**src/rtl/paint_pkg.sv**
```systemverilog
// Shared constants and types for the paint subsystem framebuffer path.
package paint_pkg;

   localparam int unsigned N_REQ   = 3;
   localparam int unsigned COORD_W = 8;
   localparam int unsigned DATA_W  = 8;
   localparam int unsigned IDX_W   = 2;

   localparam int unsigned REQ_PAINT  = 0;
   localparam int unsigned REQ_CURSOR = 1;
   localparam int unsigned REQ_PALETA = 2;

   typedef enum logic {StEmpty, StFull} out_state_e;

endpackage

```
**src/rtl/fb_prio_pick.sv**
```systemverilog
// Combinational winner selection: lowest starved requester first, else lowest valid.
module fb_prio_pick
   import paint_pkg::*;
(
   input  logic [N_REQ-1:0] valid,
   input  logic [N_REQ-1:0] starve,
   output logic [N_REQ-1:0] grant,
   output logic [IDX_W-1:0] grant_idx
);

   logic found;

   always_comb begin
      grant     = '0;
      grant_idx = '0;
      found     = 1'b0;
      for (int i = 0; i < N_REQ; i++) begin
         if (valid[i] && starve[i] && !found) begin
            grant[i]  = 1'b1;
            grant_idx = IDX_W'(i);
            found     = 1'b1;
         end
      end
      for (int i = 0; i < N_REQ; i++) begin
         if (valid[i] && !found) begin
            grant[i]  = 1'b1;
            grant_idx = IDX_W'(i);
            found     = 1'b1;
         end
      end
   end

endmodule

```
**src/rtl/fb_write_arbiter.sv**
```systemverilog
// Arbitrates three pixel producers onto one framebuffer write port through a
// one-entry registered output stage that holds while the framebuffer stalls.
module fb_write_arbiter
   import paint_pkg::*;
#(
   parameter int unsigned STARVE_MAX = 15
) (
   input  logic                     clk,
   input  logic                     rst,
   input  logic [N_REQ-1:0]         req_valid,
   output logic [N_REQ-1:0]         req_ready,
   input  logic [N_REQ*COORD_W-1:0] req_x,
   input  logic [N_REQ*COORD_W-1:0] req_y,
   input  logic [N_REQ*DATA_W-1:0]  req_data,
   input  logic                     fb_stall,
   output logic                     fb_we,
   output logic [COORD_W-1:0]       fb_x,
   output logic [COORD_W-1:0]       fb_y,
   output logic [DATA_W-1:0]        fb_data,
   output logic [IDX_W-1:0]         grant_id,
   output logic                     busy
);

   localparam int unsigned CNT_W = $clog2(STARVE_MAX + 1);

   out_state_e       state_q, state_d;
   logic [CNT_W-1:0] wait_cnt_q [N_REQ];
   logic [N_REQ-1:0] starve;
   logic [N_REQ-1:0] pick_oh;
   logic [IDX_W-1:0] pick_idx;
   logic             accept;
   logic             load;

   always_comb begin
      for (int i = 0; i < N_REQ; i++) begin
         starve[i] = (wait_cnt_q[i] == CNT_W'(STARVE_MAX));
      end
   end

   fb_prio_pick u_pick (
      .valid     (req_valid),
      .starve    (starve),
      .grant     (pick_oh),
      .grant_idx (pick_idx)
   );

   // Stall only blocks draining; an empty stage always captures.
   assign accept = (state_q == StEmpty) || !fb_stall;
   assign load   = accept && (|req_valid);

   assign req_ready = (load ? pick_oh : '0) & {N_REQ{rst}};
   assign fb_we     = (state_q == StFull);
   assign busy      = fb_we || (|req_valid);

   always_comb begin
      state_d = state_q;
      if (accept) begin
         state_d = load ? StFull : StEmpty;
      end
   end

   always_ff @(posedge clk or negedge rst) begin
      if (!rst) begin
         state_q  <= StEmpty;
         fb_x     <= '0;
         fb_y     <= '0;
         fb_data  <= '0;
         grant_id <= '0;
      end else begin
         state_q <= state_d;
         if (load) begin
            fb_x     <= req_x[pick_idx*COORD_W +: COORD_W];
            fb_y     <= req_y[pick_idx*COORD_W +: COORD_W];
            fb_data  <= req_data[pick_idx*DATA_W +: DATA_W];
            grant_id <= pick_idx;
         end
      end
   end

   always_ff @(posedge clk or negedge rst) begin
      if (!rst) begin
         for (int i = 0; i < N_REQ; i++) begin
            wait_cnt_q[i] <= '0;
         end
      end else if (accept) begin
         for (int i = 0; i < N_REQ; i++) begin
            if ((load && pick_oh[i]) || !req_valid[i]) begin
               wait_cnt_q[i] <= '0;
            end else if (!starve[i]) begin
               wait_cnt_q[i] <= wait_cnt_q[i] + 1'b1;
            end
         end
      end
   end

endmodule

```
**config.mk**
```make
export PLATFORM = sky130hd
export DESIGN_NAME = fb_write_arbiter
export DESIGN_NICKNAME = d
export VERILOG_FILES = /design/src/rtl/paint_pkg.sv /design/src/rtl/fb_prio_pick.sv /design/src/rtl/fb_write_arbiter.sv
export SDC_FILE = /design/constraint.sdc
export NUM_CORES = 1
export LEC_CHECK = 0
export CAP_MARGIN = 20
export CORE_MARGIN = 2
export CORE_UTILIZATION = 42
export CTS_CLUSTER_SIZE = 30
export DETAILED_ROUTE_END_ITERATION = 16
export PLACE_DENSITY = 0.79
export SYNTH_ARGS = -nofsm -noshare
export SYNTH_HDL_FRONTEND = slang
export SYNTH_SLANG_ARGS = --single-unit
```
**constraint.sdc**
```tcl
create_clock -name clk -period 2.2 [get_ports clk]
set_input_delay 0.44 -clock clk [delete_from_list [all_inputs] [get_ports clk]]
set_output_delay 0.44 -clock clk [all_outputs]
set_load 0.01 [all_outputs]
```
==> summary.md, run 1 <==
| Metric | Value |
|---|---|
| Status | `completed` |
| Worst EP arrival | `1.69 ns` |
| Syn_area_per_cell | `10.2 sq um` |
| Slew @ Worst Pin | `0.530 ns` |
| Critical path class | `reg -> out` |
| Ports | `109` |
| Final Hold Viols | `0` |
| Slew Limit Fails | `0` |
| FP Rows | `27` |
| Vias in the first global route | `2176` |
| Post-DP HPWL | `5190 um` |
| Pwr dens | `538 nW/um^2` |
| Antenna Nets Post-Route | `0` |
| Synth-to-layout area growth | `63.4%` |
| Critical path required time | `1.76 ns` |
| Gr usage total | `0.223` |
| Yosys top cell area share | `0.416` |
| Mapped cell area | `2340 sq um` |
| Clock Latency Late Sink | `0.29 ns` |
| Sequential Area | `976 sq um` |
| Clock-pin slew on the worst setup and hold paths | `0.08 ns` |
| Placer congestion estimate | `0.879` |
| CTS tree | `yes` |
| Number of I/O port buffers | `108` |
| Most common cell in the netlist | `nand2_1` |
| Total die area | `6190 sq um` |
| Initial Utilization | `0.431` |
| Antenna violations before repair | `0` |
| RSZ-0062 raised after global routing | `yes` |
| Unique masters post-synth | `40` |
| Core area | `5440 sq um` |
| Top cells by area, synth | `dfrtp_1, o221ai_2, mux2i_1` |
| N_diodes | `0` |
| Multi-input logic area | `1230 sq um` |
| Total power | `2060 uW` |
| H-tree lvl count | `2` |
| Worst setup EP type | `primary output` |
| Final Setup Violations | `0` |
| Clock Path Buffers | `2` |
| Hold/Removal Path Class | `in -> async` |
| Fillcell total | `431` |
| Crit start category | `flop` |
| Final Cycle Share | `0.969` |
| Nets | `446` |
| Max Fclk | `0.469 GHz` |
| Async set-reset flop share out of synthesis | `1.00` |
| Via-per-instance ratio | `5.12` |
| Relative slew slack | `0.643` |
| # DRC | `0` |
| Main synth FF type | `dfrtp_1` |
| Maxcap violations | `0` |
| CTS sink cnt | `39` |
| Initial DRC count | `88` |
| Synth warnings | `0` |
| Cts hold-fix bufs | `0` |
| Register area share after synthesis | `0.416` |
| Routed wire length | `6730 um` |
| Largest net degree at the start of global routing | `40` |
| First-pass GRT wire length | `10900 um` |
| Syn Nets | `311` |
| Layout cells sized above 1 | `0.227` |
| Fin Setup TNS | `0 ns` |
| Die Span X | `78.7 um` |
| Seq cells post-synth | `39` |
| Num CTS Buffers | `5` |
| EDFF count, synth | `0` |
| Worst Path Max Fanout | `4` |
| Final min period | `2.13 ns` |
| IR drop worst, VDD | `278 uV` |
| Routed wire per std cell | `15.4 um` |
| Mapped Cells | `230` |
| Drt first pass iters | `4` |
| Leakage power | `0.00178 uW` |
| Die Ht | `78.7 um` |
| Via count | `2242` |
| CTS Root Cell | `clkbuf_8` |
| GRT overflow | `0` |
| Largest area contributor in the netlist | `dfrtp_1` |
| Top post-synthesis cells by count | `nand2_1, dfrtp_1, inv_1` |
| Clk_skew | `0.00643 ns` |
==> stage by stage <==
stage          worst slack, ns  cells  area (sq um)  hold WS, ns  utilization
2_1_floorplan            0.164    230          2340        0.144            -
3_3_place_gp            -0.409    429          3650        0.462        0.671
3_5_place_dp            -0.451    429          3650        0.470        0.671
4_1_cts                0.00471    437          3800        0.249        0.700
5_1_grt               -0.00219    438          3830        0.275        0.704
6_report                0.0688    438          3830        0.232        0.704
==> cell usage in the layout, fill, tap and decap left out, types with 3 or more instances in the layout <==
cell type / instances
nand2b_1: 4
o221ai_1: 6
dfrtp_1: 39
a21oi_1: 3
o21ai_0: 11
clkdlybuf4s50_1: 101
inv_1: 26
mux2i_1: 24
buf_4: 32
nor2_1: 5
clkbuf_8: 6
o221ai_2: 18
nand4_1: 3
nand2_1: 41
nand3_1: 3
==> worst paths after layout <==
path	endpoint	from	slack, ns	depth (start not counted)
hold / removal	fb_x[6]$_DFFE_PN0P_	rst	0.23	2
setup reg to reg	fb_data[3]$_DFFE_PN0P_	wait_cnt_q[4]$_DFFE_PN0P_	0.11	7
min in group clk	grant_id[1]$_DFFE_PN0P_	grant_id[1]$_DFFE_PN0P_	0.49	2
max in group asynchronous	wait_cnt_q[0]$_DFFE_PN0P_	rst	1.63	2
setup / recovery	req_ready[1]	wait_cnt_q[4]$_DFFE_PN0P_	0.07	6
hold reg to reg	grant_id[1]$_DFFE_PN0P_	grant_id[1]$_DFFE_PN0P_	0.49	2
==> timing repair <==
action                                  4_1_cts  5_1_grt
buffers inserted                              0        1
endpoints found under the setup margin        4        4
pin swaps                                     2        2
gates resized for setup                      25        5
==> final cells by class <==
class                           count  area share
Clock inverter                      2     0.00915
Inverter                           26      0.0255
Timing Repair Buffer              140       0.345
Multi-Input combinational cell    153       0.320
Sequential cell                    39       0.255
Clock buffer                        6      0.0216
Tap cell                           72      0.0235
==> metal layers <==
metal	GRT usage	vias to the layer above	share of wire
li1	-	1099	-
met1	0.298	1066	0.44
met2	0.379	73	0.50
met3	0.0477	4	0.058
met4	0.0351	0	0.0064
met5	0	-	0
==> flip-flops by register name, indices dropped and copies added, names as in the netlist <==
register and cells:
fb_x 8, fb_y 8, wait_cnt_q 12, grant_id 2, fb_data 8, fb_we 1
==> worst max-delay path: stages, from the launching register on <==
cell and delay [ns]:
dfrtp_1 0.40, ha_2 0.19, and3_4 0.19, buf_4 0.15
o211ai_4 0.17, nor2_1 0.07, clkdlybuf4s15_2 0.22
==> power breakdown <==
part	internal, uW	switching, uW	leakage, uW
clock	367	248	0.0000612
sequential	792	43.1	0.000494
combinational	363	248	0.00123
total	1520	538	0.00178
==> kinds of logic after synthesis <==
group / after synthesis / synth area share
adder cells (fa/ha/maj): 3 / 0.0160
buffers and inverters: 38 / 0.0897
AND/OR/NAND/NOR: 69 / 0.140
AO/OA/AOI/OAI: 55 / 0.227
multiplexers: 25 / 0.107
flip-flops: 39 / 0.416
XOR/XNOR: 1 / 0.00374
(Power assumes the default switching activity.)
==> run 2: changes to the inputs <==
GPL_ROUTABILITY_DRIVEN = 1   (was default)
==> results of run 2 <==
Final layout, timing and power as in run 1 (identical DEF).
==> run 3: changes to the inputs <==
ABC_AREA = 1   (was default)
CORE_UTILIZATION = 43   (was 42)
PLACE_DENSITY = 0.77   (was 0.79)
==> summary.md, run 3 <==
| Metric | Value |
|---|---|
| Num CTS Buffers | `5` |
| Final min period | `2.18 ns` |
| Antenna Nets Post-Route | `0` |
| Crit start category | `flop` |
| Largest reg by FF count | `wait_cnt_q` |
| Pwr dens | `492 nW/um^2` |
| Worst R2R Path Depth | `12` |
| Leakage power | `0.00222 uW` |
| H-tree lvl count | `2` |
| Routed wire per std cell | `12.4 um` |
| Vias in the first global route | `2678` |
| Placer congestion estimate | `0.947` |
| Initial Utilization | `0.444` |
| Syn_area_per_cell | `6.72 sq um` |
| Total die area | `6750 sq um` |
| Mapped cell area | `2630 sq um` |
| Combinational share of power | `0.318` |
| Async set-reset flop share out of synthesis | `1.00` |
| Largest net degree at the start of global routing | `40` |
| Slew Limit Fails | `0` |
| Final Hold Viols | `0` |
| Total power | `2000 uW` |
| Most common cell in the netlist | `inv_1` |
| Critical path class | `reg -> out` |
| Main combinational cell family by area after synthesis | `simple AND/OR/NAND/NOR gates` |
| Most common cell after layout, fill and taps aside | `inv_1` |
| Synth-to-layout area growth | `55.0%` |
| Clock Latency Late Sink | `0.28 ns` |
| Post-synthesis adder-cell area fraction | `0.0143` |
| Top post-synthesis cells by count | `inv_1, nand3_1, nand2_1` |
| Switching Fraction | `0.280` |
| Clock Path Buffers | `2` |
| Simple-gate area share of the yosys netlist | `0.283` |
| Die Ht | `82.2 um` |
| RSZ-0062 raised after global routing | `yes` |
| Layout cells sized above 1 | `0.131` |
| Syn Nets | `472` |
| R2R Path End | `fb_data[5]$_DFFE_PN0P_` |
| Relative slew slack | `0.667` |
| Area after DPL | `3870 sq um` |
| Top cells by area, synth | `dfrtp_1, inv_1, nand3_1` |
| NetSw | `562 uW` |
| Clk network pwr share | `0.258` |
| FP Rows | `28` |
| First-pass GRT wire length | `11600 um` |
| Cell area after layout | `4070 sq um` |
| Yosys top cell area share | `0.372` |
| Post-DP HPWL | `5260 um` |
| Ports | `109` |
| Clock-pin slew on the worst setup and hold paths | `0.07 ns` |
| Cts hold-fix bufs | `0` |
| P_int | `1440 uW` |
| Unique masters post-synth | `27` |
| Synth Area in Compound Gates | `0.110` |
| CTS sink cnt | `39` |
| Via count | `2811` |
| Die Span X | `82.2 um` |
| Clk_skew | `0.00546 ns` |
| CTS Root Cell | `clkbuf_8` |
| Seq cells post-synth | `39` |
| Number of I/O port buffers | `108` |
| Maxcap violations | `0` |
| Initial DRC count | `187` |
| Worst Path Max Fanout | `3` |
| Gr usage total | `0.220` |
| Drt first pass iters | `5` |
| Hold/Removal Path Class | `in -> async` |
| IR drop worst, VDD | `319 uV` |
| Worst EP arrival | `1.74 ns` |
| Final Setup Violations | `0` |
| EDFF count, synth | `0` |
| Synth Area in XOR/XNOR | `0.0133` |
| Final Cycle Share | `0.990` |
| Most frequent cells in the layout | `inv_1, clkdlybuf4s50_1, nand3_1` |
| Core area | `5920 sq um` |
| Nets | `600` |
| Largest area contributor in the netlist | `dfrtp_1` |
| Status | `completed` |
| Flop pwr share | `0.423` |
| Synth warnings | `0` |
| Critical path required time | `1.76 ns` |
| R2r setup slk | `0.37 ns` |
| Max Fclk | `0.459 GHz` |
| Slew @ Worst Pin | `0.500 ns` |
| Main synth FF type | `dfrtp_1` |
| Register area share after synthesis | `0.372` |
| N_diodes | `0` |
| Mapped Cells | `391` |
| Via-per-instance ratio | `4.72` |
| Max reg flops | `12` |
| Antenna violations before repair | `0` |
| Routed wire length | `7400 um` |
| FF-to-FF Start | `wait_cnt_q[1]$_DFFE_PN0P_` |
| GRT overflow | `0` |
| CTS tree | `yes` |
| # DRC | `0` |
| Fillcell total | `498` |
| Mux share of post-synthesis cell area | `0` |
| Worst setup EP type | `primary output` |
## run 3: worst max-delay path by stage
stage	startpoint	to	slack, ns
final	wait_cnt_q[1]$_DFFE_PN0P_	req_ready[0]	0.02
after global placement	req_valid[1]	req_ready[1]	-0.29
after global routing	wait_cnt_q[9]$_DFFE_PN0P_	req_ready[0]	-0.06
after detailed placement	req_valid[1]	req_ready[0]	-0.42
after CTS	wait_cnt_q[8]$_DFFE_PN0P_	req_ready[1]	0.00001
after floorplan	wait_cnt_q[0]$_DFFE_PN0P_	req_ready[1]	0.32
## run 3: per-layer routing
metal  global-route usage  share of wire  up-vias
met3               0.0413          0.043        6
met1                0.252           0.42     1284
li1                     -              -     1443
met4               0.0633         0.0097        0
met2                0.415           0.53       78
met5                    0              0        -
## run 3: cell type report
| class | instances | area, sq um | share of cell area |
|---|---|---|---|
| Clock buffer | 8 | 100 | 0.0246 |
| Inverter | 113 | 424 | 0.104 |
| Sequential cell | 39 | 976 | 0.240 |
| Tap cell | 75 | 93.8 | 0.0230 |
| Multi-Input combinational cell | 223 | 1180 | 0.289 |
| Timing Repair Buffer | 137 | 1300 | 0.319 |
## run 3: critical path, stage by stage (launching register included)
cell	delay, ns
dfrtp_1	0.40
ha_2	0.20
nand2_2	0.07
inv_2	0.05
nand2_4	0.07
nand3_2	0.07
nand2_2	0.08
inv_2	0.05
nor4_4	0.27
buf_2	0.19
## run 3: power by group through the flow
stage / Clock (uW) / Sequential, uW / Combinational (uW)
2_1_floorplan: 0 / 890 / 230
3_3_place_gp: 0 / 857 / 617
3_5_place_dp: 0 / 861 / 631
4_1_cts: 539 / 848 / 635
5_1_grt: 567 / 857 / 709
6_report: 518 / 849 / 638
## run 3: repair_timing
action,CTS,global route
resized for setup,15,19
endpoints found under the setup margin,4,3
setup buffers,1,6
pin swaps,1,8
## run 3: cell families (layout without fill, tap and decap cells)
group / Yosys count / after routing
buffers and inverters: 129 / 258
AOI/OAI and AO/OA: 57 / 57
adders and majority gates: 3 / 3
and+or+nand+nor: 159 / 159
xor gates and xnor gates: 4 / 4
DFF: 39 / 39
## run 3: stage by stage
step                utilization  setup TNS, ns  std cells  worst slack (ns)  hold WS [ns]
global route              0.688        -0.0859        595           -0.0551         0.266
finish                    0.688              0        595            0.0212         0.215
CTS                       0.672              0        589         0.0000129         0.228
global placement          0.654         -0.961        580            -0.289         0.465
floorplan                     -              0        391             0.316         0.144
detailed placement        0.654          -1.25        580            -0.420         0.474
